<file path="src/rtl/branch_pkg.sv">
// Shared encodings for the 2-bit branch history counters.
package branch_pkg;

    typedef enum logic [1:0] {
        STRONG_NT = 2'd0,
        WEAK_NT   = 2'd1,
        WEAK_T    = 2'd2,
        STRONG_T  = 2'd3
    } bht_cnt_e;

    localparam bht_cnt_e CNT_RESET = WEAK_NT;

endpackage

</file>
<file path="src/rtl/sat_counter2.sv">
// 2-bit saturating up/down counter; one instance per branch history entry.
module sat_counter2
    import branch_pkg::*;
(
    input  logic     clk_i,
    input  logic     rst_ni,
    input  logic     en_i,
    input  logic     up_i,
    output bht_cnt_e cnt_o
);

    bht_cnt_e cnt_q, cnt_d;

    function automatic bht_cnt_e sat_step(input bht_cnt_e c, input logic up);
        bht_cnt_e r;
        r = c;
        if (up && (c != STRONG_T)) begin
            r = bht_cnt_e'(c + 2'd1);
        end else if (!up && (c != STRONG_NT)) begin
            r = bht_cnt_e'(c - 2'd1);
        end
        return r;
    endfunction

    always_comb begin
        cnt_d = cnt_q;
        if (en_i) begin
            cnt_d = sat_step(cnt_q, up_i);
        end
    end

    always_ff @(posedge clk_i or negedge rst_ni) begin
        if (!rst_ni) begin
            cnt_q <= CNT_RESET;
        end else begin
            cnt_q <= cnt_d;
        end
    end

    assign cnt_o = cnt_q;

endmodule

</file>
<file path="src/rtl/branch_predictor.sv">
// Bimodal branch predictor: fetch-stage prediction, execute-stage resolve,
// one-cycle flush/redirect on mispredict, and branch/mispredict statistics.
module branch_predictor
    import branch_pkg::*;
#(
    parameter int BHT_ENTRIES = 16,
    parameter int IDX_W       = 4
) (
    input  logic        clk,
    input  logic        reset,
    input  logic [31:0] if_pc,
    input  logic        if_is_branch,
    output logic        pred_taken,
    input  logic        ex_valid,
    input  logic [31:0] ex_pc,
    input  logic        ex_pred_taken,
    input  logic        ex_taken,
    input  logic [31:0] ex_target,
    output logic        flush,
    output logic [31:0] redirect_pc,
    output logic [15:0] br_count,
    output logic [15:0] mp_count
);

    logic [1:0]       cnt [BHT_ENTRIES];
    logic [IDX_W-1:0] if_idx, ex_idx;
    logic             qual, mispred;

    logic        flush_q, flush_d;
    logic [31:0] redirect_q, redirect_d;
    logic [15:0] br_q, br_d, mp_q, mp_d;

    logic        unused_pc_bits;
    assign unused_pc_bits = ^{if_pc[31:IDX_W+2], if_pc[1:0]};

    assign if_idx = if_pc[IDX_W+1:2];
    assign ex_idx = ex_pc[IDX_W+1:2];

    // A resolve arriving during a flush belongs to the squashed wrong path.
    assign qual    = ex_valid && !flush_q;
    assign mispred = qual && (ex_taken != ex_pred_taken);

    for (genvar g = 0; g < BHT_ENTRIES; g++) begin : g_bht
        bht_cnt_e cnt_e;
        sat_counter2 u_cnt (
            .clk_i  (clk),
            .rst_ni (reset),
            .en_i   (qual && (ex_idx == IDX_W'(g))),
            .up_i   (ex_taken),
            .cnt_o  (cnt_e)
        );
        assign cnt[g] = cnt_e;
    end

    assign pred_taken = if_is_branch && cnt[if_idx][1];

    always_comb begin
        flush_d    = mispred;
        redirect_d = redirect_q;
        br_d       = br_q;
        mp_d       = mp_q;
        if (mispred) begin
            redirect_d = ex_taken ? ex_target : (ex_pc + 32'd4);
        end
        if (qual) begin
            br_d = br_q + 16'd1;
        end
        if (mispred) begin
            mp_d = mp_q + 16'd1;
        end
    end

    always_ff @(posedge clk or negedge reset) begin
        if (!reset) begin
            flush_q    <= 1'b0;
            redirect_q <= 32'd0;
            br_q       <= 16'd0;
            mp_q       <= 16'd0;
        end else begin
            flush_q    <= flush_d;
            redirect_q <= redirect_d;
            br_q       <= br_d;
            mp_q       <= mp_d;
        end
    end

    assign flush       = flush_q;
    assign redirect_pc = redirect_q;
    assign br_count    = br_q;
    assign mp_count    = mp_q;

endmodule
</file>
<file path="config.mk">
export PLATFORM = sky130hd
export DESIGN_NAME = branch_predictor
export DESIGN_NICKNAME = d
export VERILOG_FILES = /design/src/rtl/branch_pkg.sv /design/src/rtl/sat_counter2.sv /design/src/rtl/branch_predictor.sv
export SDC_FILE = /design/constraint.sdc
export NUM_CORES = 1
export LEC_CHECK = 0
export CORE_UTILIZATION = 31
export CTS_BUF_LIST = sky130_fd_sc_hd__clkbuf_8 sky130_fd_sc_hd__clkbuf_16
export DETAILED_ROUTE_END_ITERATION = 16
export GPL_ROUTABILITY_DRIVEN = 1
export GPL_TIMING_DRIVEN = 0
export PLACE_DENSITY = 0.62
export REMOVE_ABC_BUFFERS = 1
export SLEW_MARGIN = 20
export SYNTH_ARGS = -nofsm -noshare
export SYNTH_HDL_FRONTEND = slang
export SYNTH_SLANG_ARGS = --single-unit
</file>
<file path="constraint.sdc">
create_clock -name clk -period 1.5 [get_ports clk]
set_input_delay 0.15 -clock clk [delete_from_list [all_inputs] [get_ports clk]]
set_output_delay 0.15 -clock clk [all_outputs]
set_load 0.03 [all_outputs]
</file>
==> flow_metrics.py <==
metrics = {
    "timing": {
        "min_period_ns": 2.16,
        "skew_ns": 0.00899,
        "final_hold_viol_count": 0,
        "maxSlewHeadroom_pct": 45.8,
        "max_freq_mhz": 462,
        "drv_slew": 0,
        "rsz0062_at_grt": "yes",
        "period_share_pct": 144,
        "setup_slack_ns": -0.663,
        "finalSetupViolCount": 72,
        "worst_slew_pin_slew_ns": 0.811,
    },
    "yosys": {
        "synthCells": 576,
        "ys_types": 41,
        "synth-edff-count": 0,
        "syn_area_per_cell_sq_um": 9.04,
        "synth_ff_type": "dfrtp_1",
        "yosysWarnings": 0,
        "netlist_area_sq_mm": 0.00520,
        "ys_async_sr_fraction_pct": 100,
        "synth_seq_cells": 97,
        "seq_area_frac_synth_pct": 47.0,
    },
    "floorplan": {
        "dieArea_sq_mm": 0.0173,
        "floorplan.initialDensity_pct": 31.6,
        "die_h_um": 132,
        "num_io_pins": 168,
        "die_w_um": 132,
        "rows": 47,
        "core_sq_mm": 0.0165,
    },
    "placement": {
        "dpl_cell_area_sq_mm": 0.00684,
        "placed_cells": 910,
        "hpwl_um": 10200,
        "port_buffers": 139,
        "gp_congestion": 0.804,
    },
    "status": {
        "outcome": "finished with violations",
        "violations": "setup timing",
    },
    "worst_setup_path": {
        "start_kind": "register",
        "cp_cell_sequence": "mux4_2, mux4_2, and2_4, buf_6",
        "cp_max_fo": 2,
        "slowest_delay_ns": 0.49,
        "timing.critical_path.mode_cell": "mux4_2",
        "cp.arrival_ns": 2.01,
        "worst_path_max_delay_cell": "mux4_2",
        "critPathCaptureType": "output pin",
        "cp_num_buf_inv": 1,
        "critPathKind": "register to output pin",
        "critical_path_required_ns": 1.35,
        "critPathTopFamily": "multiplexers",
    },
    "finish": {
        "fillers": 1409,
        "fin_cells": 990,
        "syn2layout_area_growth_pct": 68.0,
        "nNetsFinal": 873,
        "fin_util_pct": 53.1,
        "drive_above_1_share_pct": 31.9,
        "n_antenna_cell": 0,
        "stdcell_area_sq_mm": 0.00875,
    },
    "power_and_ir_drop": {
        "powerDensity_mw_per_mm2": 1100,
        "power_uw": 9590,
        "max-vdd-ir-drop_v": 0.000623,
        "power.leakage_uw": 0.00360,
    },
    "global_routing": {
        "grt_max_degree": 79,
        "grt_pass1_wl_um": 27600,
        "grt_usage_pct": 20.1,
        "antenna_found_initial": 0,
        "grt_pass1_vias": 5309,
        "grt_overflow_total": 0,
    },
    "min_path": {
        "hold_class": "primary input to async pin",
    },
    "routing": {
        "drc": 0,
        "dr.first_iter.drc_count": 236,
        "drt-total-wl_um": 17100,
        "wl_per_cell_um": 17.3,
        "vias": 5147,
        "first_pass_iters": 4,
        "drtAntennaViolNets": 0,
        "viasPerCell": 5.20,
    },
    "clocking": {
        "h-tree-depth": 3,
        "clock-root-buffer": "clkbuf_16",
        "tritoncts": "built",
        "numCtsBuffers": 9,
        "clkTransAtPathRegs_ns": 0.08,
        "clock_path_buffers": 2,
        "clock-sinks": 97,
        "clock_latency_ns": 0.36,
    },
    "job": {
        "maxCapViolCount": 0,
    },
}
-- cells in the final DEF (no fill, tap or decap), types with 13 or more instances in the layout --
master / instances
a21oi_2: 19
clkdlybuf4s50_1: 65
xor2_1: 33
nand4_1: 20
a21oi_1: 34
nand3_1: 15
buf_6: 18
xnor2_1: 17
o21ai_2: 13
dfrtp_1: 81
dfstp_2: 16
nor2_1: 37
o21ai_1: 44
nand2_1: 36
nor2_4: 13
buf_4: 29
inv_1: 16
dlygate4sd2_1: 68
o22ai_2: 13
-- Yosys cell counts (6+ instances only) --
cell type	count	area, sq um
dfrtp_1	81	2030
o21ai_0	63	315
nor2_1	59	221
nand2_1	54	203
a21oi_1	53	265
xor2_1	34	298
nand3_1	31	155
xnor2_1	24	210
nand4_1	20	125
clkbuf_1	17	63.8
dfstp_2	16	420
inv_1	16	60.1
and3_1	14	87.6
o22ai_1	13	81.3
nor3_1	10	50.1
buf_2	9	45.0
mux2i_1	7	70.1
o211ai_1	7	52.6
ha_1	6	75.1
-- final timing paths --
check / start / end / slack, ns / cells after the start
setup / recovery: g_bht[15].u_cnt.cnt_o[1] / pred_taken / -0.66 / 4
hold / removal: reset / redirect_pc[29] / 0.20 / 2
setup reg to reg: flush / mp_count[4] / -0.21 / 9
hold reg to reg: mp_count[15] / mp_count[15] / 0.46 / 1
max in group asynchronous: reset / g_bht[15].u_cnt.cnt_o[0] / 0.62 / 3
min in group clk: ex_taken / g_bht[10].u_cnt.cnt_o[0] / 0.30 / 3
-- sequential cells by signal (all words and copies together) (netlist names) --
name,cells
mp_count,16
g_bht.u_cnt.cnt_o,32
flush,1
redirect_pc,32
br_count,16
-- metal layers --
| layer | GRT usage [%] | wire length [um] | up-vias |
|---|---|---|---|
| met4 | 10.0 | 646 | 0 |
| li1 | - | - | 2418 |
| met5 | 0 | 0 | - |
| met3 | 2.31 | 783 | 46 |
| met1 | 24.8 | 7130 | 2510 |
| met2 | 34.7 | 8570 | 173 |
-- kinds of logic after synthesis --
group | Yosys count | synth area share, %
AOI/OAI and AO/OA | 148 | 15.7
xor gates and xnor gates | 58 | 9.76
adders and majority gates | 6 | 1.44
buffers and inverters | 46 | 3.63
DFF | 97 | 47.0
muxes | 12 | 3.51
and+or+nand+nor | 209 | 18.9
-- power breakdown --
part	internal (uW)	switching, uW	total, uW
clock network	1670	1060	2720
registers	3180	445	3630
logic	1350	1890	3230
total	6200	3390	9590
-- final cells by class --
type,count,area (sq um),share of cell area (%)
inverters,17,80.1,0.916
clock buffers,10,239,2.73
repair buffers,202,2100,24.0
multi-input cells,436,3460,39.6
flip-flops and latches,97,2450,28.0
clock inverters,6,106,1.22
repair inverters,2,32.5,0.372
well taps,220,275,3.15
-- worst register-to-register path, stage by stage (launching register included) --
cell,delay (ns)
dfrtp_1,0.40
buf_6,0.13
nor2b_4,0.15
buf_12,0.13
buf_6,0.11
nand2_8,0.09
inv_12,0.11
nand4_1,0.17
buf_4,0.19
xnor2_2,0.12
-- through the flow --
step	hold slack, ns	setup TNS (ns)	setup WS [ns]
after floorplan	-0.146	-81.07	-1.73
after global placement	0.456	-568.00	-4.50
after detailed placement	0.0162	-61.44	-1.37
after CTS	0.212	-12.28	-0.668
after global routing	0.223	-12.52	-0.705
final	0.205	-7.05	-0.663
-- timing repair --
item / 4_1_cts / 5_1_grt
cloned: 9 / 2
hold buffers: 1 / 0
endpoints found under the setup margin: 152 / 90
endpoints found under the hold margin: 19 / 0
setup buffers: 46 / 13
pin swaps: 67 / 51
resized for setup: 287 / 85
Note: power is estimated with default switching activity, not from simulation.
